--- src/rtl/lc3b_types.sv ---
// Shared LC-3b memory-hierarchy types.
// Holds the word and cacheline widths plus the L1/L2 arbiter state and grant-side enums.
package lc3b_types;

  typedef logic [15:0]  lc3b_word;
  typedef logic [127:0] lc3b_cacheline;

  // Ownership of the single L2 port.
  typedef enum logic [1:0] {
    StIdle   = 2'd0,
    StServeI = 2'd1,
    StServeD = 2'd2
  } arb_state_t;

  // Requester side used for round-robin bookkeeping.
  typedef enum logic {
    SideI = 1'b0,
    SideD = 1'b1
  } arb_side_t;

endpackage

--- src/rtl/cacheline_reg.sv ---
// Generic load-enabled register with asynchronous active-low clear.
// Ports:
//   clk_i  - clock
//   rst_ni - asynchronous active-low clear
//   load_i - capture d_i on the next rising edge
//   d_i    - data in
//   q_o    - registered data out
module cacheline_reg #(
  parameter int unsigned Width = 128
) (
  input  logic             clk_i,
  input  logic             rst_ni,
  input  logic             load_i,
  input  logic [Width-1:0] d_i,
  output logic [Width-1:0] q_o
);

  logic [Width-1:0] data_q;

  always_ff @(posedge clk_i or negedge rst_ni) begin
    if (!rst_ni) begin
      data_q <= '0;
    end else if (load_i) begin
      data_q <= d_i;
    end
  end

  assign q_o = data_q;

endmodule

--- src/rtl/l1_l2_arbiter.sv ---
// L1 I-cache / D-cache to L2 port arbiter.
// Grants one requester at a time (round-robin on conflict), latches the owner's address,
// operation and write data for the whole transaction, and steers the L2 completion pulse
// back to the owner only. Read data is broadcast to both sides.
// Ports:
//   clk, reset_n                         - clock, asynchronous active-low reset
//   i_l2_read, i_l2_address              - I-cache fill request
//   i_l2_resp, i_l2_rdata                - I-cache completion pulse and fill data
//   d_l2_read, d_l2_write, d_l2_address,
//   d_l2_wdata                           - D-cache fill / write-back request
//   d_l2_resp, d_l2_rdata                - D-cache completion pulse and fill data
//   l2_read, l2_write, l2_address,
//   l2_wdata                             - downstream request to L2
//   l2_resp, l2_rdata                    - L2 completion pulse and read data
module l1_l2_arbiter
  import lc3b_types::*;
(
  input  logic          clk,
  input  logic          reset_n,

  input  logic          i_l2_read,
  input  lc3b_word      i_l2_address,
  output logic          i_l2_resp,
  output lc3b_cacheline i_l2_rdata,

  input  logic          d_l2_read,
  input  logic          d_l2_write,
  input  lc3b_word      d_l2_address,
  input  lc3b_cacheline d_l2_wdata,
  output logic          d_l2_resp,
  output lc3b_cacheline d_l2_rdata,

  output logic          l2_read,
  output logic          l2_write,
  output lc3b_word      l2_address,
  output lc3b_cacheline l2_wdata,
  input  logic          l2_resp,
  input  lc3b_cacheline l2_rdata
);

  arb_state_t    state_q;
  arb_side_t     last_grant_q;
  lc3b_word      addr_q;
  logic          op_q;          // 1 = write, 0 = read
  lc3b_cacheline wdata_q;

  logic i_req;
  logic d_req;
  logic grant_i;
  logic grant_d;
  logic load_wdata;
  logic serving;

  assign i_req = i_l2_read;
  assign d_req = d_l2_read | d_l2_write;

  // Grant is only evaluated in idle; on conflict the side not granted last time wins.
  always_comb begin
    grant_i = 1'b0;
    grant_d = 1'b0;
    if (state_q == StIdle) begin
      if (i_req && d_req) begin
        if (last_grant_q == SideI) begin
          grant_d = 1'b1;
        end else begin
          grant_i = 1'b1;
        end
      end else begin
        grant_i = i_req;
        grant_d = d_req;
      end
    end
  end

  // Write wins when the D-side raises read and write together.
  assign load_wdata = grant_d & d_l2_write;

  always_ff @(posedge clk or negedge reset_n) begin
    if (!reset_n) begin
      state_q      <= StIdle;
      addr_q       <= '0;
      op_q         <= 1'b0;
      last_grant_q <= SideI;
    end else begin
      case (state_q)
        StIdle: begin
          if (grant_i) begin
            state_q      <= StServeI;
            addr_q       <= i_l2_address;
            op_q         <= 1'b0;
            last_grant_q <= SideI;
          end else if (grant_d) begin
            state_q      <= StServeD;
            addr_q       <= d_l2_address;
            op_q         <= d_l2_write;
            last_grant_q <= SideD;
          end
        end
        StServeI, StServeD: begin
          if (l2_resp) begin
            state_q <= StIdle;
          end
        end
        default: state_q <= StIdle;
      endcase
    end
  end

  cacheline_reg #(
    .Width($bits(lc3b_cacheline))
  ) u_wdata_reg (
    .clk_i  (clk),
    .rst_ni (reset_n),
    .load_i (load_wdata),
    .d_i    (d_l2_wdata),
    .q_o    (wdata_q)
  );

  assign serving = (state_q == StServeI) || (state_q == StServeD);

  // Request strobes come from state only, so l2_resp never feeds back into them.
  assign l2_read    = serving & ~op_q;
  assign l2_write   = serving & op_q;
  assign l2_address = addr_q;
  assign l2_wdata   = wdata_q;

  assign i_l2_resp  = (state_q == StServeI) & l2_resp;
  assign d_l2_resp  = (state_q == StServeD) & l2_resp;

  assign i_l2_rdata = l2_rdata;
  assign d_l2_rdata = l2_rdata;

endmodule

--- config.mk ---
export PLATFORM = sky130hd
export DESIGN_NAME = l1_l2_arbiter
export DESIGN_NICKNAME = d
export VERILOG_FILES = /design/src/rtl/lc3b_types.sv /design/src/rtl/cacheline_reg.sv /design/src/rtl/l1_l2_arbiter.sv
export SDC_FILE = /design/constraint.sdc
export NUM_CORES = 1
export LEC_CHECK = 0
export ABC_CLOCK_PERIOD_IN_PS = 4000
export CAP_MARGIN = 30
export CORE_AREA = 2 2 271 273
export DETAILED_ROUTE_END_ITERATION = 7
export DIE_AREA = 0 0 273 275
export PLACE_DENSITY = 0.45
export SETUP_SLACK_MARGIN = 0.4
export SYNTH_ARGS = -nofsm -noshare
export SYNTH_HDL_FRONTEND = slang
export SYNTH_SLANG_ARGS = --single-unit
--- constraint.sdc ---
create_clock -name clk -period 4 [get_ports clk]
set_clock_uncertainty 0.05 [all_clocks]
set_input_delay 1.2 -clock clk [delete_from_list [all_inputs] [get_ports clk]]
set_output_delay 1.2 -clock clk [all_outputs]
set_load 0.02 [all_outputs]
==> summary.md, run 1 <==
| Metric | Value |
|---|---|
| Status | `completed` |
| Leak Pwr | `between 4 and 5 nW` |
| Register area share after synthesis | `0.4434` |
| Die Width | `273 um` |
| First-pass DRT Iterations | `4` |
| Area Growth Syn to Fin | `33.17%` |
| Row cnt | `about 100` |
| Total Power | `just over 0.009 W` |
| Clk buf depth | `2` |
| GP Congestion | `0.7022` |
| Multi-input gate area | `roughly 2400 um2` |
| Hold path startpoint | `u_wdata_reg.q_o[119]` |
| VDD IR max | `~0.00031 V` |
| Setup Crit Path Kind | `primary input to output pin` |
| HP Class | `flop to flop` |
| Final period util | `0.8606` |
| Post-Place Setup Slack | `roughly 0.29 ns` |
| CP startpoint | `l2_resp` |
| Crit path capture | `d_l2_resp` |
| Largest net degree at the start of global routing | `between 80 and 90` |
| Chip Height | `~280 um` |
| Final Core Density | `0.1537` |
| RSZ-0062 raised after global routing | `false` |
| Drt via density | `between 2 and 3` |
| EDFF count, synth | `0` |
| Fmax | `approximately 0.29 GHz` |
| CTS root buffer | `clkbuf_16` |
| R2R Path Start | `state_q[0]` |
| Initial antenna violation count | `2` |
| Mapped Area | `around 8400 um2` |
| Via Count | `about 4.9k` |
| Synth Flop Type | `dfrtp_1` |
| Synth warnings | `0` |
| CP max FO | `4` |
| DR WL/cell | `approximately 17 um` |
| Residual DRC | `0` |
| Worst-Margin Slew | `between 0.8 and 0.9 ns` |
| Initial detailed-routing violation count | `roughly 250` |
| PD cells | `818.5 nW/um2` |
| FF+latch count, synth | `148` |
| Gr ovfl total | `0` |
| Post-route ant nets | `0` |
| Clock Sinks | `roughly 150` |
| FFs w/ async S/R, synth | `1.000` |
| Commonest cells after routing, fill and taps aside | `clkdlybuf4s50_1, dfrtp_1, mux2_4, mux2_2, o21ai_0` |
| Library cells used by synthesis | `29` |
| Reg2reg setup slack | `approximately 1.6 ns` |
| Reg area | `3704 um2` |
| Max-cap violations | `0` |
| Worst R2R Path Depth | `5` |
| Tmin final | `3.442 ns` |
| Nature of the critical path startpoint | `primary input` |
| Critical path endpoint category | `output pin` |
| Clock slew at reported path FFs | `approximately 0.070 ns` |
| Synthesized Nets | `951` |
| Nets | `approximately 1.0k` |
| IO Port Bufs | `around 310` |
| Final WS setup | `0.5576 ns` |
| Post-route setup TNS | `0 ns` |
| Most common cell after layout, fill and taps aside | `clkdlybuf4s50_1` |
| Core Area | `approximately 72,000 um2` |
| CTS tree | `built` |
| Final Max Slew Viols | `0` |
| Filler cells | `between 8k and 9k` |
| WP data arrival | `around 2.2 ns` |
| I/O pin count | `698` |
| Mapped Cells | `654` |
| Detailed Place HPWL | `roughly 22,000 um` |
| Syn_area_per_cell | `approximately 13 um2` |
| Vias in the first global route | `around 5.2k` |
| Worst Hold Depth | `1` |
| DRT Wirelength | `~29,000 um` |
| CTS Buf Count | `17` |
| Final Setup Violations | `0` |
| Total GRT Usage | `0.07450` |
| CTS Hold Bufs | `0` |
| First-pass GRT wire length | `just under 40,000 um` |
| Max-slew headroom | `0.4117` |
| Die area | `75,080 um2` |
| Skew-Pair Late Insertion Delay | `0.47 ns` |
| Starting density of the core | `0.1155` |
| Layout cells sized above 1 | `0.2435` |
| H-tree levels | `4` |
| Final Hold Violating Endpoints | `0` |
| Crit Reg-Reg Endpoint | `u_wdata_reg.q_o[25]` |
| CP Data Required Time | `2.75 ns` |
==> registers in the layout, summed over array words and instances (netlist names) <==
| name | flops |
|---|---|
| l2_address | 16 |
| u_wdata_reg.q_o | 128 |
| state_q | 2 |
| op_q | 1 |
| last_grant_q | 1 |
==> cell families after synthesis <==
kind of cell | count (synthesis) | synth area share
buffers and inverters | 284 | 0.2728
adders and majority gates | 3 | 0.004495
muxes | 128 | 0.2184
DFF | 148 | 0.4434
and+or+nand+nor | 30 | 0.01678
AOI/OAI and AO/OA | 61 | 0.04405
==> worst min-delay path by stage <==
stage                            to  slack [ns]
2_1_floorplan          last_grant_q        0.47
3_3_place_gp   u_wdata_reg.q_o[109]        0.44
3_5_place_dp    u_wdata_reg.q_o[49]        0.44
4_1_cts        u_wdata_reg.q_o[108]        0.46
5_1_grt        u_wdata_reg.q_o[117]        0.47
6_report       u_wdata_reg.q_o[119]        0.45
==> synthesized netlist by cell type, types with 2 or more instances <==
| cell | number | share of area |
|---|---|---|
| dfrtp_1 | 148 | 0.44 |
| buf_12 | 13 | 0.031 |
| buf_4 | 260 | 0.23 |
| mux2_2 | 26 | 0.035 |
| nor2b_1 | 2 | 0.0015 |
| mux2_4 | 102 | 0.18 |
| nor2_1 | 17 | 0.0076 |
| o21ai_0 | 19 | 0.011 |
| buf_6 | 3 | 0.0040 |
| a31oi_1 | 16 | 0.012 |
| ha_1 | 3 | 0.0045 |
| a21oi_1 | 17 | 0.010 |
| nand2_1 | 4 | 0.0018 |
| o22ai_1 | 3 | 0.0022 |
| and2_1 | 3 | 0.0022 |
| inv_1 | 5 | 0.0022 |
==> final cells by class <==
cell class,instances,share of cell area
inverter,5,0.001687
multi-input combinational,222,0.2137
clock buffer,18,0.03859
clock inverter,14,0.01091
timing repair buffer,324,0.2935
antenna,3,0.0006750
tap,959,0.1079
sequential,148,0.3330
==> repair_timing <==
action                     4_1_cts  5_1_grt
resized for setup                2        0
setup endpoints to repair        2        0
buffers inserted                 0        0
==> layer usage <==
metal,track usage,routed length [um]
met5,0,7
met4,0.04731,1376
met3,0.04251,3725
met2,0.1301,14660
met1,0.06608,8869
==> critical path, stage by stage <==
cell	delay, ns
clkdlybuf4s50_1	0.52
and2_1	0.14
dlygate4sd2_1	0.34
==> report_power, final <==
| part | leakage, nW | switching (W) | internal, W |
|---|---|---|---|
| combinational | 2.55 | 0.00218 | 0.00260 |
| clock | 0.271 | 0.000791 | 0.000813 |
| sequential | 1.73 | 0.000448 | 0.00227 |
==> per-stage QoR <==
step,std cells,hold WS (ns),area [um2]
final,1693,0.4544,11120
after CTS,1690,0.4580,11110
after detailed placement,1658,0.4410,10570
after floorplan,654,0.4724,8352
after global placement,1658,0.4390,10570
after global routing,1690,0.4671,11110
Power figures use the tool's default switching activity.
==> inputs of run 2 (changes only) <==
--- a/config.mk
+++ b/config.mk
@@ -7,9 +7,10 @@
 export LEC_CHECK = 0
 export ABC_CLOCK_PERIOD_IN_PS = 4000
 export CAP_MARGIN = 30
-export CORE_AREA = 2 2 271 273
+export CORE_AREA = 4 4 273 275
 export DETAILED_ROUTE_END_ITERATION = 7
-export DIE_AREA = 0 0 273 275
+export DIE_AREA = 0 0 277 279
+export MAX_ROUTING_LAYER = met4
 export PLACE_DENSITY = 0.45
 export SETUP_SLACK_MARGIN = 0.4
 export SYNTH_ARGS = -nofsm -noshare
==> summary.md, run 2 (same netlist as run 1, synthesis figures left out) <==
| Metric | Value |
|---|---|
| Worst Hold End | `u_wdata_reg.q_o[104]` |
| Crit Reg-Reg Endpoint | `u_wdata_reg.q_o[58]` |
| H-tree levels | `4 (unchanged)` |
| Core Area | `72,340 um2 (unchanged)` |
| Gr ovfl total | `0 (unchanged)` |
| CP max FO | `4 (unchanged)` |
| I/O pin count | `698 (unchanged)` |
| Clk buf depth | `2 (unchanged)` |
| CP Data Required Time | `2.75 ns (about the same)` |
| DR WL/cell | `17.85 um (+5.5%)` |
| Inst Count DP | `1,662 (+0.24%)` |
| Final Hold Violating Endpoints | `0 (unchanged)` |
| DRT Wirelength | `30,250 um (+5.7%)` |
| Fmax | `0.2928 GHz (+0.79%)` |
| Worst R2R Path Depth | `5 (unchanged)` |
| Starting density of the core | `0.1155 (unchanged)` |
| Nature of the critical path startpoint | `primary input` |
| CTS root buffer | `clkbuf_16` |
| Worst Hold Depth | `1 (unchanged)` |
| Total GRT Usage | `0.07938 (+0.004883)` |
| IO Port Bufs | `313 (unchanged)` |
| Max-cap violations | `0 (unchanged)` |
| Detailed Place HPWL | `24,170 um (+8.6%)` |
| PD cells | `815.9 nW/um2 (-0.31%)` |
| Most common cell after layout, fill and taps aside | `clkdlybuf4s50_1` |
| HP Class | `flop to flop` |
| Via Count | `4,880 (-0.51%)` |
| GP Congestion | `0.6965 (-0.81%)` |
| Max-slew headroom | `0.4680 (+0.05627)` |
| Drt via density | `2.879 (-0.63%)` |
| Commonest cells after routing, fill and taps aside | `clkdlybuf4s50_1, dfrtp_1, mux2_4, mux2_2, o21ai_0` |
| VDD IR max | `0.0003380 V (+10%)` |
| Largest net degree at the start of global routing | `53 (-40%)` |
| Post-Place Cell Area | `10,610 um2 (+0.40%)` |
| Clock slew at reported path FFs | `0.07 ns (about the same)` |
| CP startpoint | `l2_resp` |
| Clock Sinks | `148 (unchanged)` |
| Reg2reg setup slack | `1.55 ns (-0.04 ns)` |
| Die Width | `277 um (+1.5%)` |
| Max reg flops | `128 (unchanged)` |
| Final Core Density | `0.1544 (+0.0006580)` |
| CTS tree | `built` |
| Post-CTS Setup Inserts | `0 (unchanged)` |
| # resized after CTS | `2 (unchanged)` |
| Leak Pwr | `4.575 nW (+0.58%)` |
| Hold path startpoint | `u_wdata_reg.q_o[104]` |
| R2R Path Start | `state_q[0]` |
| Die area | `77,280 um2 (+2.9%)` |
| CTS Hold Bufs | `0 (unchanged)` |
| Area Growth Syn to Fin | `33.74%` |
| Skew-Pair Late Insertion Delay | `0.45 ns (-0.02 ns)` |
| Filler cells | `8,055 (+0.30%)` |
| Worst-Margin Slew | `0.7981 ns (-0.08441 ns)` |
| WP data arrival | `2.17 ns (-0.02 ns)` |
| Layout Cells excl Fill | `1,695 (+0.12%)` |
| Row cnt | `99 (unchanged)` |
| Layout cells sized above 1 | `0.2476 (+0.004117)` |
| Final Setup Violations | `0 (unchanged)` |
| Post-route setup TNS | `0 ns (unchanged)` |
| Initial detailed-routing violation count | `135 (-46%)` |
| Final Max Slew Viols | `0 (unchanged)` |
| First-pass DRT Iterations | `4 (unchanged)` |
| Critical path endpoint category | `output pin` |
| First-pass GRT wire length | `42,300 um (+8.0%)` |
| Nets | `1,019 (+0.39%)` |
| RSZ-0062 raised after global routing | `false` |
| Vias in the first global route | `5,374 (+4.0%)` |
| Setup Crit Path Kind | `primary input to output pin` |
| Post-route ant nets | `0 (unchanged)` |
| Initial antenna violation count | `3 (+1)` |
| Finished Cell Area | `11,170 um2 (+0.43%)` |
| Chip Height | `279 um (+1.5%)` |
| Final period util | `0.8539 (-0.006747)` |
| CTS Buf Count | `17 (unchanged)` |
| Status | `completed` |
| Residual DRC | `0 (unchanged)` |
| Tmin final | `3.415 ns (-0.02699 ns)` |
run 2: cell count changes in the layout (fill, tap and decap cells not counted), sizes merged:
cell	before	now
diode	3	1
clkinv	7	3
buf	12	16
inv	11	15
run 2: worst max-delay path by stage:
stage	endpoint	slack, ns	cells past startpoint
after floorplan	d_l2_resp	1.33	1
after global placement	d_l2_resp	0.29	3
after CTS	d_l2_resp	0.58	3
after detailed placement	d_l2_resp	0.31	3
after global routing	d_l2_resp	0.54	3
final	d_l2_resp	0.58	3
run 2: where the power goes:
| part | internal (W) | leakage, nW | total, W | switching, W |
|---|---|---|---|---|
| logic | 0.00261 | 2.57 | 0.00481 | 0.00220 |
| registers | 0.00227 | 1.73 | 0.00269 | 0.000423 |
| clock network | 0.000824 | 0.275 | 0.00161 | 0.000784 |
run 2: per-layer routing:
layer | GRT usage | up-vias | wire, um
li1 | - | 2060 | -
met1 | 0.07093 | 2231 | 9921
met2 | 0.1294 | 504 | 14860
met3 | 0.05159 | 85 | 4290
met4 | 0.04154 | 0 | 1183
met5 | - | - | 0
run 2: per-stage QoR:
step	hold slack (ns)	total power [W]	setup WS [ns]
after floorplan	0.4724	0.005838	1.334
after global placement	0.4389	0.007558	0.2937
after detailed placement	0.4405	0.007597	0.3124
after CTS	0.4594	0.009348	0.5792
after global routing	0.4615	0.009654	0.5362
final	0.4550	0.009114	0.5846
run 2: final cells by class:
type                            count  area, um2  area share
Timing Repair Buffer              328       3307      0.2961
Sequential cell                   148       3704      0.3316
Clock buffer                       18      429.2     0.03842
Inverter                            5      18.77    0.001680
Multi-Input combinational cell    222       2377      0.2128
Tap cell                          959       1200      0.1074
Clock inverter                     14      131.4     0.01176
Antenna cell                        1      2.502   0.0002240
run 2: worst max-delay path, cell delays in order:
cell             delay, ns
clkdlybuf4s50_1       0.50
and2_1                0.13
dlygate4sd2_1         0.33
==> inputs of run 3 (changes only) <==
--- a/config.mk
+++ b/config.mk
@@ -5,13 +5,13 @@
 export SDC_FILE = /design/constraint.sdc
 export NUM_CORES = 1
 export LEC_CHECK = 0
-export ABC_CLOCK_PERIOD_IN_PS = 4000
+export ABC_CLOCK_PERIOD_IN_PS = 2750
 export CAP_MARGIN = 30
 export CORE_AREA = 4 4 273 275
 export DETAILED_ROUTE_END_ITERATION = 7
 export DIE_AREA = 0 0 277 279
 export MAX_ROUTING_LAYER = met4
-export PLACE_DENSITY = 0.45
+export PLACE_DENSITY = 0.46
 export SETUP_SLACK_MARGIN = 0.4
 export SYNTH_ARGS = -nofsm -noshare
 export SYNTH_HDL_FRONTEND = slang
==> constraint.sdc (replaced) <==
create_clock -name clk -period 2.75 [get_ports clk]
set_clock_uncertainty 0.05 [all_clocks]
set_input_delay 0.825 -clock clk [delete_from_list [all_inputs] [get_ports clk]]
set_output_delay 0.825 -clock clk [all_outputs]
set_load 0.02 [all_outputs]
==> summary.md, run 3 (same netlist as run 1, synthesis figures left out) <==
| Metric | Value |
|---|---|
| Status | `completed` |
| H-tree levels | `4 (unchanged)` |
| CTS Buf Count | `17 (unchanged)` |
| Sequential share of power | `0.307 (+0.011)` |
| Worst-Margin Slew | `0.4959 ns (-0.3022 ns)` |
| Vias in the first global route | `5,388 (+0.26%)` |
| WP data arrival | `1.44 ns (-0.73 ns)` |
| DR WL/cell | `17.16 um (-3.8%)` |
| Worst path slowest cell | `dfrtp_1` |
| Delay-heaviest family, CP | `flip-flops` |
| HP Class | `primary input to async pin` |
| Die area | `77,280 um2 (unchanged)` |
| Initial antenna violation count | `3 (unchanged)` |
| Total GRT Usage | `0.07691 (-0.002467)` |
| Nature of the critical path startpoint | `flop` |
| Final Hold Violating Endpoints | `0 (unchanged)` |
| Clk buf depth | `2 (unchanged)` |
| Layout Cells excl Fill | `1,708 (+0.77%)` |
| PD cells | `1140 nW/um2 (+40%)` |
| Initial detailed-routing violation count | `231 (+71%)` |
| Fmax | `between 0.4 and 0.5 GHz` |
| Reg2reg setup slack | `0.97 ns (-0.58 ns)` |
| VDD IR max | `0.0004543 V (+34%)` |
| CTS root buffer | `clkbuf_16` |
| I/O pin count | `698 (unchanged)` |
| CTS Hold Bufs | `0 (unchanged)` |
| Final Core Density | `0.1545 (about the same)` |
| Die Width | `277 um (unchanged)` |
| Drt via density | `2.884 (+0.17%)` |
| RSZ-0062 raised after global routing | `true` |
| Critical path endpoint category | `output pin` |
| CP max FO | `3 (-1)` |
| Starting density of the core | `0.1155 (unchanged)` |
| Max reg flops | `128 (unchanged)` |
| Final Setup Violations | `0 (unchanged)` |
| Post-route ant nets | `0 (unchanged)` |
| Post-route setup TNS | `0 ns (unchanged)` |
| Final period util | `0.8421` |
| Detailed Place HPWL | `22,790 um (-5.7%)` |
| Residual DRC | `0 (unchanged)` |
| Worst R2R Path Depth | `6 (+1)` |
| CTS tree | `built` |
| Chip Height | `279 um (unchanged)` |
| DRT Wirelength | `29,310 um (-3.1%)` |
| Clock Sinks | `148 (unchanged)` |
| Setup Crit Path Kind | `flop to output pin` |
| Cell Int Power | `0.007725 W (+35%)` |
| Sw Pwr | `0.005016 W (+47%)` |
| Worst hold slack | `0.1305 ns (-0.3245 ns)` |
| Layout cells sized above 1 | `0.2771 (+0.02949)` |
| Max-slew headroom | `0.6694 (+0.2015)` |
| GP Congestion | `0.7569 (+8.7%)` |
| Clock slew at reported path FFs | `0.07 ns (about the same)` |
| Nets | `1,031 (+1.2%)` |
| Filler cells | `8,044 (-0.14%)` |
| Total Power | `0.01274 W (+40%)` |
| Tmin final | `approximately 2.3 ns` |
| Switching share of total power | `0.3937 (+0.02004)` |
| First-pass DRT Iterations | `5 (+1)` |
| Area Growth Syn to Fin | `33.81% (about the same)` |
| Core Area | `72,340 um2 (unchanged)` |
| Leak Pwr | `4.876 nW (+6.6%)` |
| Max-cap violations | `0 (unchanged)` |
| Gr ovfl total | `0 (unchanged)` |
| CP Data Required Time | `1.88 ns (-0.87 ns)` |
| R2R Path Start | `state_q[0]` |
| Most common cell after layout, fill and taps aside | `clkdlybuf4s50_1` |
| Clock power share | `0.186 (+0.010)` |
| First-pass GRT wire length | `41,620 um (-1.6%)` |
| Largest net degree at the start of global routing | `79 (+49%)` |
| Commonest cells after routing, fill and taps aside | `clkdlybuf4s50_1, dfrtp_1, dlygate4sd2_1, mux2_4, mux2_2` |
| Inst Count DP | `1,666 (+0.24%)` |
| CP max stage delay | `0.40 ns (-0.10 ns)` |
| Via Count | `4,926 (+0.94%)` |
| Crit Reg-Reg Endpoint | `u_wdata_reg.q_o[32]` |
| Row cnt | `99 (unchanged)` |
| Power share of the combinational group | `0.507 (-0.021)` |
| Final Max Slew Viols | `0 (unchanged)` |
| WP buf/inv | `2 (unchanged)` |
| IO Port Bufs | `313 (unchanged)` |
| Crit path cell chain | `inv_2, ha_4, and2_4, buf_6` |
| Skew-Pair Late Insertion Delay | `0.46 ns (about the same)` |
-- run 3: worst max-delay path by stage --
stage	slack [ns]	cells after the start	startpoint	to
2_1_floorplan	0.82	3	state_q[0]	l2_read
4_1_cts	0.23	4	state_q[0]	l2_read
5_1_grt	0.35	4	state_q[0]	l2_read
3_3_place_gp	-0.19	3	l2_resp	i_l2_resp
3_5_place_dp	-0.16	3	l2_resp	d_l2_resp
6_report	0.43	4	state_q[0]	l2_write
-- run 3: cell type report --
cell class	instances	area [um2]	share of cell area
sequential	148	3704	0.3314
multi-input combinational	222	2417	0.2163
clock inverter	14	130.1	0.01164
antenna	2	5.005	0.0004478
timing repair buffer	340	3262	0.2919
inverter	5	18.77	0.001679
tap	959	1200	0.1074
clock buffer	18	439.2	0.03930
-- run 3: power groups by stage --
stage / registers [W] / clock network (W) / logic (W)
after floorplan: 0.00525 / 0 / 0.00324
after global placement: 0.00397 / 0 / 0.00712
after detailed placement: 0.00400 / 0 / 0.00713
after CTS: 0.00393 / 0.00253 / 0.00651
after global routing: 0.00407 / 0.00261 / 0.00685
final: 0.00391 / 0.00237 / 0.00646
-- run 3: routing by layer --
layer | routed length, um | vias up | global-route usage
met2 | 13860 | 439 | 0.1207
met3 | 3491 | 109 | 0.04214
met1 | 10640 | 2287 | 0.07611
li1 | - | 2091 | -
met4 | 1325 | 0 | 0.04337
met5 | 0 | - | -
-- run 3: metrics by stage --
| stage | setup slack, ns | instance area [um2] |
|---|---|---|
| floorplan | 0.8219 | 8352 |
| global placement | -0.1934 | 10660 |
| detailed placement | -0.1634 | 10660 |
| CTS | 0.2304 | 11140 |
| global route | 0.3452 | 11180 |
| finish | 0.4343 | 11180 |
-- run 3: what timing repair did --
action / 4_1_cts / 5_1_grt
resized for setup: 171 / 7
pin swaps: 1 / 1
setup buffers: 5 / 3
endpoints found under the setup margin: 144 / 5
cloned: 0 / 0
